[src/rtl/decode_stage.sv]
// Decode stage: turns a 16-bit instruction into registered execute-stage controls, reads the
// register file (write-through bypass), flags back-to-back data hazards, squashes and halts.
module decode_stage #(
    parameter int unsigned DATA_W   = 16,
    parameter bit          ZERO_REG = 1'b1
) (
    input  logic              clk_i,
    input  logic              rst_ni,
    input  logic              inst_valid_i,
    input  logic [15:0]       inst_i,
    input  logic              do_branch_i,
    input  logic              wb_en_i,
    input  logic [3:0]        wb_addr_i,
    input  logic [DATA_W-1:0] wb_data_i,
    output logic              is_add_o,
    output logic              is_sub_o,
    output logic              is_and_o,
    output logic              is_or_o,
    output logic              is_gt_o,
    output logic              is_eq_o,
    output logic              is_mem_write_o,
    output logic              is_reg_write_o,
    output logic              is_halt_o,
    output logic              is_branch_o,
    output logic [DATA_W-1:0] val1_o,
    output logic [DATA_W-1:0] val2_o,
    output logic [DATA_W-1:0] val3_o,
    output logic              is_val1_data_hazard_o,
    output logic              is_val2_data_hazard_o,
    output logic              is_mem_data_hazard_o
);

    typedef enum logic [0:0] {StRun, StHalted} state_e;

    typedef struct packed {
        logic is_add;
        logic is_sub;
        logic is_and;
        logic is_or;
        logic is_gt;
        logic is_eq;
        logic is_mem_write;
        logic is_reg_write;
        logic is_halt;
        logic is_branch;
    } ctrl_t;

    localparam logic [3:0] OpAdd = 4'h0;
    localparam logic [3:0] OpSub = 4'h1;
    localparam logic [3:0] OpAnd = 4'h2;
    localparam logic [3:0] OpOr  = 4'h3;
    localparam logic [3:0] OpGt  = 4'h4;
    localparam logic [3:0] OpEq  = 4'h5;
    localparam logic [3:0] OpLdi = 4'h6;
    localparam logic [3:0] OpLd  = 4'h7;
    localparam logic [3:0] OpSt  = 4'h8;
    localparam logic [3:0] OpBeq = 4'h9;
    localparam logic [3:0] OpBgt = 4'hA;
    localparam logic [3:0] OpHlt = 4'hF;

    logic [3:0] op, rd, ra, rb;

    assign op = inst_i[15:12];
    assign rd = inst_i[11:8];
    assign ra = inst_i[7:4];
    assign rb = inst_i[3:0];

    // Register file
    logic [DATA_W-1:0] rf_q [16];
    logic [DATA_W-1:0] ra_val, rb_val, rd_val;

    function automatic logic [DATA_W-1:0] read_port(
        input logic [3:0]        idx,
        input logic [DATA_W-1:0] stored,
        input logic              we,
        input logic [3:0]        wa,
        input logic [DATA_W-1:0] wd
    );
        if (ZERO_REG && idx == 4'd0) begin
            return '0;
        end else if (we && wa == idx) begin
            return wd;
        end
        return stored;
    endfunction

    assign ra_val = read_port(ra, rf_q[ra], wb_en_i, wb_addr_i, wb_data_i);
    assign rb_val = read_port(rb, rf_q[rb], wb_en_i, wb_addr_i, wb_data_i);
    assign rd_val = read_port(rd, rf_q[rd], wb_en_i, wb_addr_i, wb_data_i);

    // Writeback is independent of the decode state: it continues through squash and halt.
    always_ff @(posedge clk_i or negedge rst_ni) begin
        if (!rst_ni) begin
            for (int i = 0; i < 16; i++) begin
                rf_q[i] <= '0;
            end
        end else if (wb_en_i && !(ZERO_REG && wb_addr_i == 4'd0)) begin
            rf_q[wb_addr_i] <= wb_data_i;
        end
    end

    // Decode and hazard tracking
    state_e            state_q, state_d;
    ctrl_t             ctrl_q, ctrl_d;
    logic [DATA_W-1:0] val1_q, val1_d;
    logic [DATA_W-1:0] val2_q, val2_d;
    logic [DATA_W-1:0] val3_q, val3_d;
    logic              haz1_q, haz1_d;
    logic              haz2_q, haz2_d;
    logic              haz_mem_q, haz_mem_d;
    logic [3:0]        prev_dst_q, prev_dst_d;
    logic              prev_dst_valid_q, prev_dst_valid_d;
    logic              prev_is_ld_q, prev_is_ld_d;
    logic              uses_a, uses_b, is_ld;

    always_comb begin
        state_d          = state_q;
        ctrl_d           = '0;
        val1_d           = '0;
        val2_d           = '0;
        val3_d           = '0;
        haz1_d           = 1'b0;
        haz2_d           = 1'b0;
        haz_mem_d        = 1'b0;
        prev_dst_d       = prev_dst_q;
        prev_dst_valid_d = 1'b0;
        prev_is_ld_d     = prev_is_ld_q;
        uses_a           = 1'b0;
        uses_b           = 1'b0;
        is_ld            = 1'b0;

        if (state_q == StRun && !do_branch_i && inst_valid_i) begin
            case (op)
                OpAdd, OpSub, OpAnd, OpOr, OpGt, OpEq: begin
                    ctrl_d.is_add       = (op == OpAdd);
                    ctrl_d.is_sub       = (op == OpSub);
                    ctrl_d.is_and       = (op == OpAnd);
                    ctrl_d.is_or        = (op == OpOr);
                    ctrl_d.is_gt        = (op == OpGt);
                    ctrl_d.is_eq        = (op == OpEq);
                    ctrl_d.is_reg_write = 1'b1;
                    val1_d              = ra_val;
                    val2_d              = rb_val;
                    val3_d              = DATA_W'(rd);
                    uses_a              = 1'b1;
                    uses_b              = 1'b1;
                end
                OpLdi: begin
                    ctrl_d.is_add       = 1'b1;
                    ctrl_d.is_reg_write = 1'b1;
                    val1_d              = DATA_W'(inst_i[7:0]);
                    val3_d              = DATA_W'(rd);
                end
                OpLd: begin
                    ctrl_d.is_add       = 1'b1;
                    ctrl_d.is_reg_write = 1'b1;
                    val1_d              = ra_val;
                    val3_d              = DATA_W'(rd);
                    uses_a              = 1'b1;
                    is_ld               = 1'b1;
                end
                OpSt: begin
                    ctrl_d.is_add       = 1'b1;
                    ctrl_d.is_mem_write = 1'b1;
                    val1_d              = ra_val;
                    val3_d              = rd_val;
                    uses_a              = 1'b1;
                end
                OpBeq, OpBgt: begin
                    ctrl_d.is_eq     = (op == OpBeq);
                    ctrl_d.is_gt     = (op == OpBgt);
                    ctrl_d.is_branch = 1'b1;
                    val1_d           = ra_val;
                    val2_d           = rb_val;
                    val3_d           = rd_val;
                    uses_a           = 1'b1;
                    uses_b           = 1'b1;
                end
                OpHlt: begin
                    ctrl_d.is_halt = 1'b1;
                    state_d        = StHalted;
                end
                default: ;
            endcase

            // R0 is never a real producer when it is hardwired to zero.
            haz1_d = uses_a && prev_dst_valid_q && (ra == prev_dst_q)
                     && !(ZERO_REG && ra == 4'd0);
            haz2_d = uses_b && prev_dst_valid_q && (rb == prev_dst_q)
                     && !(ZERO_REG && rb == 4'd0);
            haz_mem_d = prev_is_ld_q && (haz1_d || haz2_d);

            prev_dst_valid_d = ctrl_d.is_reg_write;
            prev_dst_d       = rd;
            prev_is_ld_d     = is_ld;
        end
    end

    always_ff @(posedge clk_i or negedge rst_ni) begin
        if (!rst_ni) begin
            state_q          <= StRun;
            ctrl_q           <= '0;
            val1_q           <= '0;
            val2_q           <= '0;
            val3_q           <= '0;
            haz1_q           <= 1'b0;
            haz2_q           <= 1'b0;
            haz_mem_q        <= 1'b0;
            prev_dst_q       <= 4'd0;
            prev_dst_valid_q <= 1'b0;
            prev_is_ld_q     <= 1'b0;
        end else begin
            state_q          <= state_d;
            ctrl_q           <= ctrl_d;
            val1_q           <= val1_d;
            val2_q           <= val2_d;
            val3_q           <= val3_d;
            haz1_q           <= haz1_d;
            haz2_q           <= haz2_d;
            haz_mem_q        <= haz_mem_d;
            prev_dst_q       <= prev_dst_d;
            prev_dst_valid_q <= prev_dst_valid_d;
            prev_is_ld_q     <= prev_is_ld_d;
        end
    end

    assign is_add_o              = ctrl_q.is_add;
    assign is_sub_o              = ctrl_q.is_sub;
    assign is_and_o              = ctrl_q.is_and;
    assign is_or_o               = ctrl_q.is_or;
    assign is_gt_o               = ctrl_q.is_gt;
    assign is_eq_o               = ctrl_q.is_eq;
    assign is_mem_write_o        = ctrl_q.is_mem_write;
    assign is_reg_write_o        = ctrl_q.is_reg_write;
    assign is_halt_o             = ctrl_q.is_halt;
    assign is_branch_o           = ctrl_q.is_branch;
    assign val1_o                = val1_q;
    assign val2_o                = val2_q;
    assign val3_o                = val3_q;
    assign is_val1_data_hazard_o = haz1_q;
    assign is_val2_data_hazard_o = haz2_q;
    assign is_mem_data_hazard_o  = haz_mem_q;

endmodule

[config.mk]
export PLATFORM = sky130hd
export DESIGN_NAME = decode_stage
export DESIGN_NICKNAME = d
export VERILOG_FILES = /design/src/rtl/decode_stage.sv
export SDC_FILE = /design/constraint.sdc
export NUM_CORES = 1
export LEC_CHECK = 0
export BUFFER_PORTS_ARGS = -buffer_cell sky130_fd_sc_hd__buf_2
export CAP_MARGIN = 20
export CORE_ASPECT_RATIO = 2
export CORE_MARGIN = 2
export CORE_UTILIZATION = 61
export DETAILED_ROUTE_END_ITERATION = 10
export HOLD_SLACK_MARGIN = 0.12
export PLACE_DENSITY_LB_ADDON = 0.05
export REMOVE_ABC_BUFFERS = 1
export SYNTH_ARGS = -nofsm -noshare
export SYNTH_HDL_FRONTEND = slang
export SYNTH_SLANG_ARGS = --single-unit
[constraint.sdc]
create_clock -name clk_i -period 2.5 [get_ports clk_i]
set_input_delay 0 -clock clk_i [delete_from_list [all_inputs] [get_ports clk_i]]
set_output_delay 0 -clock clk_i [all_outputs]
set_load 0.01 [all_outputs]
==> impl_metrics.csv <==
group,metric,value,unit
clock_network,post_cts_resized,0,
die,dieArea,30800,um2
global_routing,antenna_found_initial,0,
synthesis,synth_edf_count,0,
timing,rsz0062_at_grt,"no",
final_layout,fillers,1962,
pwr,p_per_area,756,nW/um2
die,io-pin-count,102,
synthesis,synth_seq_cells,323,
clock_network,root_buffer,"clkbuf_16",
setup_path,critPathArrivalTime,2.64,ns
clock_network,clock_latency,0.59,ns
setup_path,critPathKind,"reg -> reg",
synthesis,synthDistinctLibCells,51,
synthesis,yosysTopAreaCellShare,45.1,%
route,antenna_left,0,
die,rows,88,
setup_path,cp.required,2.97,ns
synthesis,synth.largest_area_cell,"dfrtp_1",
clock_network,h-tree-depth,1,
final_layout,multi_input_area,9230,um2
timing,hold_viol_final,0,
global_routing,grt_pass1_vias,13316,
synthesis,synthTopCellsByArea,"dfrtp_1 (45%), mux4_2 (24%), mux2_2 (15%)",
synthesis,ys.flop_type,"dfrtp_1",
final_layout,drive_gt1_share,49.1,%
flow_run,maxCapViolations,0,
timing,maxSlewHeadroom,47.8,%
global_routing,grt_pass1_wl,84000,um
clock_network,cts_made_buffers,30,
final_layout,nNetsFinal,1398,
timing,post-route-period-util,86.7,%
clock_network,cts_tree,"done",
synthesis,ys_warn_count,0,
die,floorplan.core_area,28800,um2
setup_path,critPathTopFamily,"simple AND/OR/NAND/NOR gates",
placement,gp_congestion,0.900,
global_routing,overflow,0,
min_path,min_path_type,"in -> reg",
clock_network,cts_max_path_buffers,3,
global_routing,grt_max_degree,73,
route,drc_errors,0,
timing,tightest_slew,0.783,ns
pwr,peakVddDrop,0.000606,V
pwr,finalPower,15.5,mW
setup_path,path_buf_inv,1,
pwr,leakage,8.70,nW
die,die_h,246,um
route,dr.pass1.iters,7,
die,fp.dieW,125,um
setup_path,slowest_delay,0.42,ns
final_layout,seq_area,8080,um2
status,status,"finished clean",
synthesis,yosysSeqAreaShare,45.1,%
synthesis,postSynth.asyncResetShare,100,%
clock_network,clock_sinks,323,
route,wirelength,55800,um
route,drtIter0Drc,1296,
synthesis,netlist_instances,1237,
clock_network,path_clk_slew,0.07,ns
timing,fmax,0.461,GHz
setup_path,crit_path_cell_trace,"or3b_1 > or3_4 > nor3b_2 > buf_4 > o21ai_0 > a31oi_1",
setup_path,path_max_fanout,16,
route,wl_per_cell,32.1,um
route,vias,12623,
global_routing,grtUsageTotal,37.0,%
placement,numPortBuffers,101,
timing,period_minus_slack,2.17,ns
final_layout,synthToLayoutAreaGrowth,14.4,%
setup_path,crit_path_top_delay_cell,"or3b_1",
timing,skew,0.0114,ns
timing,finalSetupTns,0,ns
setup_path,cp-end-kind,"flop",
placement,dp_hpwl,35000,um
synthesis,synth.avg_cell_area,14.5,um2
route,routed_via_density,7.26,
setup_path,startpoint_type,"flop",
die,start_util,62.1,%
timing,slew_viol_final,0,
timing,setup_viol_count_final,0,
synthesis,syn_area,17900,um2
[cell usage in the layout (no fill, tap or decap), types with 31 or more instances in the layout]
cell type and count:
dfrtp_1 323, buf_4 67, dlygate4sd3_1 45, clkbuf_16 31, mux4_2 191, nand2_1 39
a22oi_1 56, mux2_2 242, nor2_1 34, buf_2 94
[cells in the mapped netlist (5+ instances only)]
| cell | count |
|---|---|
| a22oi_1 | 56 |
| a221o_1 | 7 |
| inv_1 | 5 |
| mux2i_1 | 16 |
| nor2_1 | 44 |
| a311oi_1 | 8 |
| nor3_1 | 13 |
| o21ai_0 | 22 |
| buf_1 | 9 |
| xnor2_1 | 9 |
| nor2b_1 | 6 |
| dfrtp_1 | 323 |
| mux2_2 | 242 |
| clkbuf_1 | 69 |
| a21oi_1 | 24 |
| a31oi_1 | 14 |
| a22o_1 | 16 |
| xor2_1 | 12 |
| nand3_1 | 7 |
| mux4_2 | 191 |
| nand2b_1 | 8 |
| nand2_1 | 39 |
| buf_2 | 48 |
[final timing paths]
path,start,end,slack (ns),cells after the start
setup / recovery,state_q$_DFFE_PN0P_,val3_o[9]$_DFF_PN0_,0.33,6
hold / removal,inst_i[1],is_val2_data_hazard_o$_DFF_PN0_,0.18,4
setup reg to reg,state_q$_DFFE_PN0P_,val3_o[9]$_DFF_PN0_,0.33,6
hold reg to reg,rf_q[241]$_DFFE_PN0P_,rf_q[241]$_DFFE_PN0P_,0.40,0
max in group asynchronous,rst_ni,rf_q[12]$_DFFE_PN0P_,1.54,4
min in group asynchronous,rst_ni,rf_q[103]$_DFFE_PN0P_,0.61,4
[worst min-delay path, delay by kind of cell]
| family | cells | cell delay, ns |
|---|---|---|
| buffers and inverters | 1 | 0.27 |
| xor gates and xnor gates | 1 | 0.22 |
| and+or+nand+nor | 2 | 0.17 |
[metal layers]
layer	vias up	share of wire (%)	global-route usage (%)
met3	227	8.3	6.99
met4	0	7.1	22.1
li1	5068	-	-
met1	6573	34	45.6
met2	755	50	61.2
met5	-	0	0
[report_power, final]
part           leakage [nW]  total, mW  internal [mW]  switching [mW]
registers              4.08       7.16           6.19           0.969
clock network         0.481       4.65           2.61            2.04
logic                  4.14       3.68           2.29            1.38
total                  8.70       15.5           11.1            4.39
[state kept, by name, summed over array words and instances (netlist names), 4 cells and up]
signal / flops
prev_dst_q: 4
rf_q: 256
val1_o: 16
val2_o: 16
val3_o: 16
[kinds of logic after synthesis]
family	share of synthesized area (%)
muxes	40.1
xor gates and xnor gates	1.03
DFF	45.1
and+or+nand+nor	3.83
buffers and inverters	3.62
AOI/OAI and AO/OA	6.31
[area by class of cell]
cell class / instances / share of cell area, %
Timing Repair Buffer: 221 / 8.42
Sequential cell: 323 / 39.4
Tap cell: 360 / 2.20
Inverter: 7 / 0.128
Clock inverter: 11 / 0.537
Multi-Input combinational cell: 774 / 45.0
Antenna cell: 1 / 0.0122
Clock buffer: 42 / 4.23
[per-stage QoR]
step / std cells / instance area, um2 / hold WS (ns) / util, % / worst slack (ns)
2_1_floorplan: 1104 / 17300 / -0.296 / - / 0.218
3_5_place_dp: 1639 / 19000 / -0.00126 / 66.0 / 0.371
3_3_place_gp: 1639 / 19000 / -0.00237 / 66.0 / 0.408
6_report: 1739 / 20500 / 0.178 / 71.0 / 0.332
5_1_grt: 1738 / 20500 / 0.155 / 71.0 / 0.331
4_1_cts: 1738 / 20500 / 0.132 / 71.0 / 0.409
[repair_timing]
item,4_1_cts,5_1_grt
setup buffers,0,0
endpoints found under the setup margin,0,0
endpoints found under the hold margin,630,0
hold buffers,46,0
(Power assumes the default switching activity.)
